[src/rtl/regfile_loader_pkg.sv]
// Shared types and sizes for the register-file preload initiator.
package regfile_loader_pkg;

  localparam int REG_COUNT  = 32;
  localparam int REG_ADDR_W = 5;
  localparam int DATA_W     = 32;

  typedef enum logic [2:0] {
    IDLE    = 3'd0,
    COLLECT = 3'd1,
    WRITE   = 3'd2,
    VERIFY  = 3'd3,
    DONE    = 3'd4
  } state_e;

endpackage

[src/rtl/regfile_loader_byte_packer.sv]
// Assembles four accepted bytes into one 32-bit word. The word and its
// valid pulse are combinational on the 4th byte so the loader can latch the
// word on the same edge that accepts that byte.
module regfile_loader_byte_packer
  import regfile_loader_pkg::*;
#(
  parameter bit LITTLE_ENDIAN = 1'b1
) (
  input  logic              clk,
  input  logic              rst_n,
  input  logic              clear_i,
  input  logic              byte_vld_i,
  input  logic [7:0]        byte_i,
  output logic [DATA_W-1:0] word_o,
  output logic              word_vld_o
);

  logic [1:0]        cnt_q, cnt_d;
  logic [DATA_W-1:0] word_q, word_d;
  logic [1:0]        lane;

  // Merge the incoming byte into its lane and compute the next partial word.
  always_comb begin
    lane       = LITTLE_ENDIAN ? cnt_q : (2'd3 - cnt_q);
    word_o     = word_q;
    case (lane)
      2'd0: word_o[7:0]   = byte_i;
      2'd1: word_o[15:8]  = byte_i;
      2'd2: word_o[23:16] = byte_i;
      2'd3: word_o[31:24] = byte_i;
    endcase
    word_vld_o = byte_vld_i && (cnt_q == 2'd3);
    cnt_d      = cnt_q;
    word_d     = word_q;
    if (clear_i) begin
      cnt_d  = 2'd0;
      word_d = '0;
    end else if (byte_vld_i) begin
      cnt_d  = cnt_q + 2'd1;
      word_d = word_vld_o ? '0 : word_o;
    end
  end

  // Byte counter and partial word; a reset drops any partial word.
  always_ff @(posedge clk or negedge rst_n) begin
    if (!rst_n) begin
      cnt_q  <= 2'd0;
      word_q <= '0;
    end else begin
      cnt_q  <= cnt_d;
      word_q <= word_d;
    end
  end

endmodule

[src/rtl/regfile_loader.sv]
// Register-file preloader: streams bytes in, packs them into words, writes a
// contiguous register range and optionally reads each one back to compare.
module regfile_loader
  import regfile_loader_pkg::*;
#(
  parameter bit VERIFY_EN     = 1'b1,
  parameter bit LITTLE_ENDIAN = 1'b1
) (
  input  logic                  clk,
  input  logic                  rst_n,
  input  logic                  start,
  input  logic [REG_ADDR_W-1:0] first_reg,
  input  logic [5:0]            num_regs,
  input  logic                  s_valid,
  input  logic [7:0]            s_data,
  output logic                  s_ready,
  output logic [REG_ADDR_W-1:0] rf_writereg,
  output logic [DATA_W-1:0]     rf_writedata,
  output logic                  rf_RegWrite,
  output logic                  rf_regDist,
  output logic [REG_ADDR_W-1:0] rf_readreg1,
  output logic                  rf_regRead,
  input  logic [DATA_W-1:0]     rf_readdata1,
  output logic                  busy,
  output logic                  done,
  output logic                  error,
  output logic [REG_ADDR_W-1:0] err_reg,
  output logic [5:0]            loaded_count
);

  state_e                state_q, state_d;
  logic [REG_ADDR_W-1:0] cur_reg_q, cur_reg_d;
  logic [5:0]            remaining_q, remaining_d;
  logic [DATA_W-1:0]     wdata_q, wdata_d;
  logic                  error_q, error_d;
  logic [REG_ADDR_W-1:0] err_reg_q, err_reg_d;
  logic [5:0]            count_q, count_d;

  logic                  start_ok;
  logic                  advance;
  logic                  pk_clear;
  logic [DATA_W-1:0]     pk_word;
  logic                  pk_word_vld;

  // The range check is done in 7 bits so first_reg+num_regs cannot wrap.
  assign start_ok = (num_regs != 6'd0) &&
                    (({2'b00, first_reg} + {1'b0, num_regs}) <= 7'(REG_COUNT));

  regfile_loader_byte_packer #(
    .LITTLE_ENDIAN(LITTLE_ENDIAN)
  ) u_packer (
    .clk       (clk),
    .rst_n     (rst_n),
    .clear_i   (pk_clear),
    .byte_vld_i(s_valid && (state_q == COLLECT)),
    .byte_i    (s_data),
    .word_o    (pk_word),
    .word_vld_o(pk_word_vld)
  );

  // Next-state, bookkeeping and strobe decode for the load sequence.
  always_comb begin
    state_d     = state_q;
    cur_reg_d   = cur_reg_q;
    remaining_d = remaining_q;
    wdata_d     = wdata_q;
    error_d     = error_q;
    err_reg_d   = err_reg_q;
    count_d     = count_q;
    pk_clear    = 1'b0;
    advance     = 1'b0;
    s_ready     = 1'b0;
    rf_RegWrite = 1'b0;
    rf_regRead  = 1'b0;
    busy        = 1'b0;
    done        = 1'b0;
    case (state_q)
      IDLE: begin
        if (start) begin
          if (start_ok) begin
            state_d     = COLLECT;
            cur_reg_d   = first_reg;
            remaining_d = num_regs;
            error_d     = 1'b0;
            err_reg_d   = '0;
            count_d     = 6'd0;
            pk_clear    = 1'b1;
          end else begin
            error_d   = 1'b1;
            err_reg_d = first_reg;
          end
        end
      end
      COLLECT: begin
        s_ready = 1'b1;
        busy    = 1'b1;
        if (pk_word_vld) begin
          wdata_d = pk_word;
          count_d = count_q + 6'd1;
          state_d = WRITE;
        end
      end
      WRITE: begin
        busy        = 1'b1;
        // Register 0 is hardwired; its word is consumed but not written.
        rf_RegWrite = (cur_reg_q != '0);
        if (VERIFY_EN && (cur_reg_q != '0)) state_d = VERIFY;
        else                                advance = 1'b1;
      end
      VERIFY: begin
        busy       = 1'b1;
        rf_regRead = 1'b1;
        if ((rf_readdata1 != wdata_q) && !error_q) begin
          error_d   = 1'b1;
          err_reg_d = cur_reg_q;
        end
        advance = 1'b1;
      end
      DONE: begin
        done    = 1'b1;
        state_d = IDLE;
      end
      default: state_d = IDLE;
    endcase
    if (advance) begin
      remaining_d = remaining_q - 6'd1;
      if (remaining_q == 6'd1) begin
        state_d = DONE;
      end else begin
        cur_reg_d = cur_reg_q + 5'd1;
        state_d   = COLLECT;
      end
    end
  end

  // State and datapath registers; reset aborts any load in flight.
  always_ff @(posedge clk or negedge rst_n) begin
    if (!rst_n) begin
      state_q     <= IDLE;
      cur_reg_q   <= '0;
      remaining_q <= 6'd0;
      wdata_q     <= '0;
      error_q     <= 1'b0;
      err_reg_q   <= '0;
      count_q     <= 6'd0;
    end else begin
      state_q     <= state_d;
      cur_reg_q   <= cur_reg_d;
      remaining_q <= remaining_d;
      wdata_q     <= wdata_d;
      error_q     <= error_d;
      err_reg_q   <= err_reg_d;
      count_q     <= count_d;
    end
  end

  assign rf_writereg  = cur_reg_q;
  assign rf_writedata = wdata_q;
  assign rf_readreg1  = cur_reg_q;
  assign rf_regDist   = 1'b1;
  assign error        = error_q;
  assign err_reg      = err_reg_q;
  assign loaded_count = count_q;

endmodule

[config.mk]
export PLATFORM = sky130hd
export DESIGN_NAME = regfile_loader
export DESIGN_NICKNAME = d
export VERILOG_FILES = /design/src/rtl/regfile_loader_pkg.sv /design/src/rtl/regfile_loader_byte_packer.sv /design/src/rtl/regfile_loader.sv
export SDC_FILE = /design/constraint.sdc
export NUM_CORES = 1
export LEC_CHECK = 0
export ABC_AREA = 1
export BUFFER_PORTS_ARGS = -buffer_cell sky130_fd_sc_hd__buf_2
export CORE_UTILIZATION = 49
export CTS_BUF_LIST = sky130_fd_sc_hd__clkbuf_4
export CTS_CLUSTER_DIAMETER = 80
export CTS_CLUSTER_SIZE = 25
export DETAILED_ROUTE_END_ITERATION = 12
export GPL_ROUTABILITY_DRIVEN = 0
export PLACE_DENSITY = 0.77
export SYNTH_ARGS = -nofsm -noshare
export SYNTH_HDL_FRONTEND = slang
export SYNTH_SLANG_ARGS = --single-unit
[constraint.sdc]
create_clock -name clk -period 4.2 [get_ports clk]
set_clock_uncertainty 0.1 [all_clocks]
set_input_delay 0.42 -clock clk [delete_from_list [all_inputs] [get_ports clk]]
set_output_delay 0.42 -clock clk [all_outputs]
set_load 0.01 [all_outputs]
==> parameters.txt <==
Parameter                              Value

Clock tree
  Resized Gates After CTS    0
  Hold_buf cts    0
  Maximum buffer depth of the clock tree    2
  Root cell of the clock tree    sky130_fd_sc_hd__clkbuf_4
  CTS Sinks    84
  Clock insertion delay at the later pin of the skew report    440 ps
  Clock slew at the register clock pins of the worst setup and hold paths    140 ps
  Inserted Clock Buffers    9
  Buffers inserted by post-CTS timing repair    0
  Total number of H-tree levels    3
  Clock tree from TritonCTS    yes

Floorplanning
  I/O pin total    115
  Floorplan core area    0.00986 mm^2
  Die Outline Area    0.0106 mm^2
  Initial Util    0.508
  Die X-Extent    103 um
  Vertical extent of the die    103 um
  Row count    36

Worst setup path
  Critical setup path kind    reg -> out
  Critical path startpoint    state_q[1]
  Critical path data required time    3680 ps
  Critical path endpoint category    primary output
  Largest driver fanout on the critical path    12
  CP Launch Type    register
  RR Startpoint    u_packer.cnt_q[0]
  Data arrival at the endpoint of the critical path    1980 ps

Routing
  Remaining antenna violation count    0
  Remaining DRCs    0
  Average via count per standard cell    5.04
  Routed vias    4522
  Router iterations before antenna repair    5
  Wirelength per Cell    12.7 um
  Overall routed net length    11400 um
  Initial drt markers    181

Hold path
  Worst min path class    in -> async

Synth
  Most common library cells after synthesis    197 x sky130_fd_sc_hd__nand2_1, 84 x sky130_fd_sc_hd__dfrtp_1, 74 x sky130_fd_sc_hd__inv_1
  Proportion of synthesized flip-flops having asynchronous set or reset    1.00
  Yosys Warn Count    0
  Share of synthesized area occupied by flip-flops and latches    0.419
  Leading cell type by number of instances after synthesis    sky130_fd_sc_hd__nand2_1
  Net count after synthesis    734
  Mean instance size in the synthesized netlist    7.55 um^2
  Number of storage elements in the synthesis netlist    84
  Cell type with the highest aggregate area in the netlist    sky130_fd_sc_hd__dfrtp_1
  Post-Synthesis Cell Area    0.00502 mm^2
  Instance count of the mapped netlist    664
  Number of different library cells in the post-synthesis netlist    33
  Main flop type after synthesis    sky130_fd_sc_hd__dfrtp_1
  Share of Yosys cell area claimed by the top area cell type    0.419
  EDFF count, synth    0
  Ranking of synthesized cells by area    sky130_fd_sc_hd__dfrtp_1 42%, sky130_fd_sc_hd__nand2_1 15%, sky130_fd_sc_hd__o21ai_0 5.6%, sky130_fd_sc_hd__inv_1 5.5%, sky130_fd_sc_hd__xnor2_1 5.2%

Timing
  Pin slew with the least headroom to its limit    1050 ps
  Setup TNS Final    0 ps
  Headroom to the max-slew limit    0.301
  Final count of hold timing violations    0
  Final count of negative-setup-slack endpoints    0
  Min Tclk post-route    2500 ps
  Period Utilization, post-route    0.596
  Slew Viols, Final    0
  Worst setup margin    1700 ps
  Setup repair after global routing missed its margin    false
  Fmax achieved    400 MHz

GRT
  Aggregate global-route resource usage    0.218
  Overflow left after global routing    0
  Pin count of the biggest net entering global routing    85
  First-pass GRT wire length    17800 um
  Initial antenna violation count    0
  Number of global-route vias before repair    3996

Pwr
  Tot Pwr    3840 uW
  Power Density    673 mW/mm^2
  Static leakage power    0.00306 uW
  Max rail drop VDD    250 uV

Layout
  Fraction of final layout cells sized beyond drive strength 1    0.200
  Diodes inserted    0
  Layout-stage area growth over the synthesis result    13.6%
  Number of non-filler instances in the completed layout    897
  Fill count    931
  Cell area after layout    0.00570 mm^2
  Flip-flop count of the largest register, all copies and words added    32
  Net count reported at finish    829

Placement
  IO buf count    113
  Placed Instances    881
  Worst setup timing slack at the placement stage    1290 ps
  Instance area after placement    0.00556 mm^2
  Total half-perimeter wirelength after legalization and detailed placement    8350 um

Run
  Max-cap violation count    0

Run status
  Outcome    complete, no violations
placed cells by master, fill, tap and decap left out, drive strengths merged:
master      n
nand2     202
buf       114
o21ai      89
inv        85
dfrtp      84
nand3      38
nor2       35
xnor2      30
a21oi      20
ha         14
nand4      10
clkbuf      9
o211ai      8
xor2        7
nor3        6
clkinvlp    3
or2         3
clkinv      2
nand3b      1
nor3b       1
fa          1
conb        1
bufinv      1
critical path, cell delays in order, from the launching register on:
cell	delay, ps
sky130_fd_sc_hd__dfrtp_1	520
sky130_fd_sc_hd__inv_2	90
sky130_fd_sc_hd__nor3_2	670
sky130_fd_sc_hd__buf_2	260
where the power goes:
group	switching [uW]	internal, uW
clock network	293	183
registers	305	1180
logic	1130	747
total	1730	2110
worst paths after layout:
check	to	slack, ps	depth (start not counted)
worst max-delay path	rf_regRead	1700	3
worst min-delay path	rf_writedata[4]	50	1
worst max register to register	u_packer.word_q[2]	1780	8
worst min register to register	err_reg[1]	420	2
max in group asynchronous	err_reg[4]	3280	1
min in group clk	remaining_q[4]	160	3
layer usage:
layer  vias up  GRT usage  share of wire
met4         0     0.0672          0.014
met1      2045      0.281           0.45
met3        15     0.0397          0.070
li1       2301          -              -
met2       161      0.373           0.47
met5         -          0              0
logic make-up (layout without fill, tap and decap cells):
kind of cell / Yosys count / in the layout / share of synthesized area
and+or+nand+nor: 296 / 296 / 0.252
AOI/OAI and AO/OA: 117 / 117 / 0.121
buffers and inverters: 114 / 214 / 0.103
DFF: 84 / 84 / 0.419
xor gates and xnor gates: 37 / 37 / 0.0646
adders and majority gates: 15 / 15 / 0.0389
other: 1 / 1 / 0.000748
area by class of cell:
class,instances,area [um^2],share of cell area
multi-input cells,466,2400,0.421
inverters,84,315,0.0553
clock inverters,7,75.1,0.0132
well taps,133,166,0.0292
clock buffers,9,67.6,0.0119
flip-flops and latches,84,2100,0.369
repair buffers,114,576,0.101
through the flow:
step,hold slack (ps),utilization
floorplan,24.4,-
global placement,390,0.563
detailed placement,390,0.563
CTS,88.4,0.578
global route,137,0.578
finish,48.1,0.578
Power figures use the tool's default switching activity.
